--- config.mk ---
export PLATFORM = sky130hd
export DESIGN_NAME = moving_average_n
export DESIGN_NICKNAME = d
export VERILOG_FILES = /design/src/rtl/moving_average_n.sv
export SDC_FILE = /design/constraint.sdc
export NUM_CORES = 1
export LEC_CHECK = 0
export CAP_MARGIN = 10
export CORE_ASPECT_RATIO = 0.8
export CORE_MARGIN = 2
export CORE_UTILIZATION = 30
export DETAILED_ROUTE_END_ITERATION = 8
export PLACE_DENSITY_LB_ADDON = 0.05
export SYNTH_ARGS = -nofsm -noshare
export SYNTH_HDL_FRONTEND = slang
export SYNTH_SLANG_ARGS = --single-unit
--- constraint.sdc ---
create_clock -name Clk -period 11.04 [get_ports Clk]
set_input_delay 2.208 -clock Clk [delete_from_list [all_inputs] [get_ports Clk]]
set_output_delay 2.208 -clock Clk [all_outputs]
set_load 0.005 [all_outputs]
--- src/rtl/moving_average_n.sv ---
// moving_average_n: running-mean filter over an N-tap sliding window
// (N = 2**LOG2_TAPS).
// A circular buffer holds the window and a running sum keeps the cost per
// sample constant. Z is the rounded mean (round half toward +inf), plus a
// window-full level and a per-update strobe. Empty slots read as zero, so
// during warm-up Z is the zero-padded mean.
module moving_average_n #(
  parameter int WIDTH     = 8,
  parameter int LOG2_TAPS = 2
) (
  input  logic                    Clk,
  input  logic                    Reset,
  input  logic                    enable_n,
  input  logic                    clear,
  input  logic signed [WIDTH-1:0] X,
  output logic signed [WIDTH-1:0] Z,
  output logic                    valid,
  output logic                    z_stb
);

  localparam int N       = 1 << LOG2_TAPS;
  localparam int SUM_W   = WIDTH + LOG2_TAPS;
  localparam logic [LOG2_TAPS:0] N_CNT = (LOG2_TAPS + 1)'(N);
  localparam logic signed [SUM_W-1:0] HALF = SUM_W'(N / 2);

  typedef enum logic [1:0] {EMPTY, FILLING, FULL} fill_t;

  logic signed [WIDTH-1:0] window_mem [N];
  logic [LOG2_TAPS-1:0]    wp;
  logic signed [SUM_W-1:0] sum;
  logic [LOG2_TAPS:0]      cnt;

  fill_t                   fill_state;
  logic                    accept;
  logic signed [SUM_W-1:0] x_ext;
  logic signed [SUM_W-1:0] old_ext;
  logic signed [SUM_W-1:0] sum_next;
  logic [LOG2_TAPS:0]      cnt_next;
  logic signed [WIDTH-1:0] z_next;

  // Decode the fill state from the counter; FULL saturates the counter.
  always_comb begin
    fill_state = FILLING;
    if (cnt == '0)
      fill_state = EMPTY;
    else if (cnt == N_CNT)
      fill_state = FULL;
  end

  // Next-state datapath: swap the oldest sample out of the running sum and
  // round the mean with an arithmetic shift.
  always_comb begin
    accept   = ~enable_n & ~clear;
    x_ext    = {{LOG2_TAPS{X[WIDTH-1]}}, X};
    old_ext  = {{LOG2_TAPS{window_mem[wp][WIDTH-1]}}, window_mem[wp]};
    sum_next = sum + x_ext - old_ext;
    z_next   = WIDTH'((sum_next + HALF) >>> LOG2_TAPS);
    cnt_next = (fill_state == FULL) ? N_CNT : cnt + 1'b1;
  end

  // Window storage: zeroed on reset and clear, written at wp on each accepted sample.
  always_ff @(posedge Clk or posedge Reset) begin
    if (Reset) begin
      for (int i = 0; i < N; i++)
        window_mem[i] <= '0;
    end else if (clear) begin
      for (int i = 0; i < N; i++)
        window_mem[i] <= '0;
    end else if (accept) begin
      window_mem[wp] <= X;
    end
  end

  // Pointer, running sum, fill counter and the registered outputs.
  always_ff @(posedge Clk or posedge Reset) begin
    if (Reset) begin
      wp    <= '0;
      sum   <= '0;
      cnt   <= '0;
      Z     <= '0;
      valid <= 1'b0;
      z_stb <= 1'b0;
    end else if (clear) begin
      wp    <= '0;
      sum   <= '0;
      cnt   <= '0;
      Z     <= '0;
      valid <= 1'b0;
      z_stb <= 1'b0;
    end else if (accept) begin
      wp    <= wp + 1'b1;
      sum   <= sum_next;
      cnt   <= cnt_next;
      Z     <= z_next;
      valid <= (cnt_next == N_CNT);
      z_stb <= 1'b1;
    end else begin
      z_stb <= 1'b0;
    end
  end

endmodule

==> metrics.csv, run 1 <==
stage;metric;value;unit
status;status;completed;
yosys;syn_area;3532;sq um
yosys;ys_warn_count;0;
route;wl_per_cell;15.71;microns
setup_path;required;11270;ps
clock_tree;clk_pin_slew_worst_paths;60;ps
final_layout;diodes;0;
final_layout;ff_latch_area;1426;sq um
setup_path;critPathTopFamily;adder cells;
yosys;netlist_instances;342;
global_route;grt_pass1_wl;13800;microns
floorplan;chipWidth;125.3;microns
yosys;synth_fa_ha_area_share;11.48;%
floorplan;start_util;30.67;%
clock_tree;ctsHtreeMaxLevel;3;
timing;whs;515.1;ps
route;drt_first_pass_iters;4;
placement;portBuffers;21;
route;vias;2417;
timing;slew-limit-headroom;26.87;%
timing;tightestPinTransition;1095;ps
setup_path;r2r_setup_slack;6890;ps
floorplan;dieArea;12660;sq um
setup_path;cpPeakStageDelay;560;ps
clock_tree;clk_path_buf_depth;2;
final_layout;drive_above_1_share;11.99;%
yosys;synth_top_area_share;40.38;%
clock_tree;cts_tree;built;
yosys;syn_area_per_cell;10.33;sq um
timing;rsz0062_at_grt;no;
timing;setup_slack;5775;ps
yosys;ys_seq_elements;57;
route;ant_nets;0;
final_layout;fill_cells;1170;
power;total_leakage_power;1.912;nW
global_route;antenna_found_initial;0;
yosys;ys_top_cells_by_area;dfrtp_1 40%, mux2i_1 12%, ha_1 6.4%;
yosys;yosysMostFrequentCell;nor2_1;
setup_path;cp-start-kind;input pin;
power;peakVddDrop;0.08962;mV
yosys;yosysSeqAreaShare;40.38;%
worst_hold_path;hold_start;window_mem[9];
placement;hpwl;5437;microns
yosys;synth_compound_area_share;6.766;%
yosys;synth_commonest_cells;60 x nor2_1, 57 x dfrtp_1, 41 x mux2i_1, 39 x inv_1, 18 x ha_1;
route;totalWireLength;8089;microns
global_route;grt.overflow.total;0;
timing;period_share;47.69;%
floorplan;rows;35;
run;drv_cap;0;
route;route.detailed.drc;0;
setup_path;r2r-start;wp[0];
setup_path;cp.arrival;5500;ps
placement;place_ws;5392;ps
route;first_iter_violations;125;
setup_path;worst-path-buf-inv;3;
yosys;synth-edff-count;0;
global_route;grt_max_degree;58;
yosys;synth_top_family_by_area;multiplexers;
clock_tree;worstSkewPairLatency;330;ps
timing;setup_tns;0;ps
floorplan;design.core.area;11520;sq um
clock_tree;cts.repair.resized;0;
yosys;synth_fp_nets;381;
yosys;yosysTopAreaCell;dfrtp_1;
placement;place_congestion;0.7740;
final_layout;multi_input_area;1879;sq um
final_layout;nNetsFinal;401;
clock_tree;post-cts-setup-buffers;0;
timing;fin_skew;8.021;ps
global_route;gr-usage-all-layers;14.28;%
setup_path;endpoint_kind;register;
yosys;synthArstFlopShare;100.0;%
global_route;first_global_vias;2567;
power;power_density;251.8;nW/um^2
clock_tree;clockRootBuffer;clkbuf_16;
yosys;synthMuxAreaShare;16.72;%
timing;finalHoldViolations;0;
floorplan;chipHeight;101.1;microns
setup_path;crit_fanout;5;
setup_path;path_class;in2reg;
final_layout;area_growth;19.94;%
yosys;synth-simple-area-share;14.31;%
yosys;synth_cell_types;46;
yosys;ys.flop_type;dfrtp_1;
setup_path;path_cells;clkdlybuf4s50_1 > inv_1 > fa_1 > inv_1 > fa_1 > a211oi_4 > nor2_2 > xor2_2 > nand4_1 > nor4_1 > xor2_1 > a211oi_1;
timing;layout_min_cycle_time;5265;ps
setup_path;crit_start;X[1];
clock_tree;cts_num_sinks;57;
timing;fmax;189.9;MHz
route;vias_per_cell;4.693;
timing;slew_violations;0;
setup_path;cp_slowest_cell;clkdlybuf4s50_1;
timing;setup_viol;0;
clock_tree;cts_inserted_buffers;9;
floorplan;ioPinCount;22;
clock_tree;hold_buffers;0;
worst_hold_path;hold_path.class;reg2reg;
yosys;synth-xor-area-share;3.932;%
power;total_power;1.067;mW
-- path summary, 6_finish.rpt --
path | endpoint | cells after the start
min in group asynchronous | wp[0] | 3
worst min register to register | window_mem[9] | 2
worst max register to register | Z[6] | 11
worst min-delay path | window_mem[9] | 2
max in group asynchronous | sum[9] | 3
worst max-delay path | Z[6] | 12
-- cells in the final DEF, fill, tap and decap left out, types with 2 or more instances in the layout --
cell type,netlist,routed
nand4_1,3,3
nor2_1,60,60
a21oi_1,15,15
mux4_2,8,8
nor3_1,4,4
nor2b_1,4,4
fa_1,9,9
o21ai_2,2,2
xor2_1,9,9
dfrtp_1,57,57
nor4b_4,2,2
nand3_1,4,4
clkdlybuf4s50_1,0,20
clkbuf_16,0,9
inv_1,39,38
a211oi_1,5,5
nand2_1,12,12
bufinv_16,0,3
o21ai_0,4,4
buf_4,0,6
xnor2_1,5,5
ha_1,18,18
mux2i_1,41,41
-- routing by layer --
metal	wire length, microns	vias to the layer above	global-route usage, %	share of wire, %
met5	0	-	0	0
met4	144	0	5.385	1.8
met3	287	11	3.875	3.5
met2	3327	35	20.53	41
met1	4330	1189	20.52	54
li1	-	1182	-	-
-- sequential cells by signal, summed over array words and instances (netlist names) --
register,flops
wp,2
window_mem,32
z_stb,1
sum,10
cnt,3
Z,8
valid,1
-- metrics by stage --
stage,std cells,utilization [%],cell area (sq um)
final,515,36.78,4237
after global routing,515,36.78,4237
after CTS,515,36.78,4237
after detailed placement,499,33.79,3891
after global placement,499,33.79,3891
after floorplan,342,-,3532
-- cell families (layout without fill, tap and decap cells) --
kind of cell    after synthesis  after routing
simple gates                101            101
buf+inv                      58             83
flops                        57             57
mux                          49             49
compound gates               35             35
fa+ha+maj                    27             27
xor+xnor                     15             15
-- power by group --
group          internal (mW)  total [mW]  switching (mW)
combinational          0.206       0.484           0.279
sequential             0.237       0.257          0.0193
clock                  0.226       0.326          0.0996
total                  0.669        1.07           0.397
-- worst register-to-register path, delay by kind of cell (launching register included) --
| family | cells | cell delay (ps) |
|---|---|---|
| DFF | 1 | 840 |
| adders and majority gates | 2 | 980 |
| AOI/OAI and AO/OA | 2 | 610 |
| xor gates and xnor gates | 2 | 360 |
| and+or+nand+nor | 3 | 580 |
| muxes | 1 | 620 |
| buffers and inverters | 1 | 60 |
-- final cells by class --
class	count	area share [%]
Sequential cell	57	33.67
Clock inverter	5	2.422
Clock buffer	11	5.729
Multi-Input combinational cell	227	44.36
Timing Repair Buffer	27	5.907
Tap cell	148	4.371
Inverter	40	3.544
(Power assumes the default switching activity.)
==> run 2, diff against run 1 <==
Clock period 11.04 ns to 4.5 ns, I/O delays scaled along.
==> run 2 against run 1 <==
Net effect:
- register-to-register slack worse by 6400 ps
- first-iteration DRC count down 48%
- global-route usage up 0.74 points
- clock power up 110%
- hold slack worse by 5.5 ps
- critical path depth unchanged
- sequential share of layout area up 0.090 points
- design area down 0.27%
- critical path type is now reg2reg
- highest routed layer unchanged
==> metrics.csv, run 2 (synthesis gave the netlist of run 1 again) <==
stage;metric;value;unit
status;status;completed;
floorplan;rows;35;
floorplan;design.core.area;11520;sq um
floorplan;chipHeight;101.1;microns
power;total_power;2.560;mW
route;wl_per_cell;15.97;microns
placement;place_ws;183.9;ps
route;vias;2434;
timing;setup_tns;0;ps
final_layout;ff_latch_area;1426;sq um
power;pwr-share-comb;48.9;%
timing;slew_violations;0;
setup_path;required;4720;ps
setup_path;ff2ff_path_depth;12;
timing;tightestPinTransition;1139;ps
setup_path;crit_fanout;8;
floorplan;start_util;30.67;%
global_route;grt.overflow.total;0;
setup_path;path_class;reg2reg;
final_layout;nNetsFinal;406;
floorplan;dieArea;12660;sq um
final_layout;diodes;0;
power;power_density;605.9;nW/um^2
power;total_leakage_power;1.919;nW
clock_tree;cts.repair.resized;0;
clock_tree;cts_num_sinks;57;
timing;slew-limit-headroom;24.07;%
final_layout;multi_input_area;1879;sq um
worst_hold_path;hold-path-endpoint;sum[6];
timing;fin_skew;5.764;ps
final_layout;registers.top_by_ff_count;window_mem;
global_route;grt_pass1_wl;14460;microns
worst_hold_path;hold_path.class;reg2reg;
route;drt_first_pass_iters;4;
power;peakVddDrop;0.2404;mV
global_route;grt_max_degree;58;
power;p_int;1.570;mW
setup_path;cp-start-kind;register;
setup_path;r2r-start;wp[0];
clock_tree;post-cts-setup-buffers;0;
setup_path;worstReg2RegEnd;Z[6];
global_route;first_global_vias;2690;
timing;finalHoldViolations;0;
worst_hold_path;hold_depth;2;
timing;period_share;88.45;%
route;ant_nets;0;
placement;place_congestion;0.7441;
final_layout;fill_cells;1185;
setup_path;cp.arrival;4200;ps
clock_tree;ctsHtreeMaxLevel;3;
clock_tree;clockRootBuffer;clkbuf_16;
timing;layout_min_cycle_time;3980;ps
timing;setup_viol;0;
power;seqPwrFrac;24.4;%
route;vias_per_cell;4.690;
setup_path;endpoint_kind;register;
clock_tree;clk_path_buf_depth;2;
final_layout;largest_reg_flops;32;
final_layout;reg_top3;window_mem x32, sum x10, Z x8;
clock_tree;hold_buffers;0;
clock_tree;clk_pin_slew_worst_paths;50;ps
power;p_sw_share;38.67;%
timing;rsz0062_at_grt;no;
power;p_switching;0.9901;mW
global_route;gr-usage-all-layers;15.02;%
global_route;antenna_found_initial;0;
final_layout;final_common_cell;nor2_1;
clock_tree;cts_inserted_buffers;9;
clock_tree;worstSkewPairLatency;330;ps
route;first_iter_violations;65;
floorplan;chipWidth;125.3;microns
final_layout;final_cell_mix;60 x nor2_1, 57 x dfrtp_1, 41 x mux2i_1;
timing;whs;509.6;ps
placement;hpwl;5796;microns
route;route.detailed.drc;0;
route;totalWireLength;8291;microns
setup_path;r2r_setup_slack;520;ps
final_layout;area_growth;19.62;%
clock_tree;cts_tree;built;
timing;setup_slack;519.6;ps
power;clkPwrFrac;26.6;%
run;drv_cap;0;
timing;fmax;251.2;MHz
placement;portBuffers;21;
final_layout;drive_above_1_share;12.94;%
floorplan;ioPinCount;22;
worst_hold_path;hold_start;sum[6];
[run 2: cell count changes in the layout (fill, tap and decap cells not counted), sizes merged]
cell,change
clkbuf,+1
clkinvlp,-1
clkinv,+1
buf,+5
bufinv,-2
[run 2: cell type report]
cell class	count	area share (%)
multi-input combinational	227	44.48
sequential	57	33.76
timing repair buffer	32	6.811
clock buffer	12	6.070
tap	148	4.383
inverter	40	3.553
clock inverter	3	0.9476
[run 2: routing by layer]
layer  routed length, microns  up-vias  GRT usage [%]
met4                      142        0          5.385
met5                        0        -              0
met1                     4383     1201          21.22
met3                      222       12          3.397
met2                     3543       26          22.74
li1                         -     1195              -
[run 2: worst max-delay path, stage by stage (launching register included)]
cell and delay, ps:
dfrtp_1 590, buf_4 260, mux4_2 540, fa_1 500, inv_1 40, ha_1 420
a21oi_1 240, and2_4 190, a21boi_2 50, or2_1 320, nor4_1 350, xor2_1 110
a211oi_1 260
[run 2: power groups by stage]
stage	combinational, mW	sequential (mW)	clock (mW)
final	1.25	0.625	0.682
after global routing	1.42	0.636	0.726
after CTS	1.26	0.627	0.708
after detailed placement	1.25	0.635	0
after global placement	1.26	0.636	0
after floorplan	0.933	0.623	0
[run 2: worst max path at each step]
stage	start	end	slack, ps
floorplan	wp[0]	Z[6]	570
global placement	X[1]	Z[6]	240
detailed placement	X[1]	Z[6]	180
CTS	wp[0]	Z[6]	480
global route	wp[0]	Z[7]	200
finish	wp[0]	Z[6]	520
[run 2: through the flow]
stage	std cells	util, %	cell area, sq um
global placement	504	34.11	3929
global route	519	36.69	4225
finish	519	36.69	4225
detailed placement	504	34.11	3929
CTS	519	36.69	4225
floorplan	342	-	3532
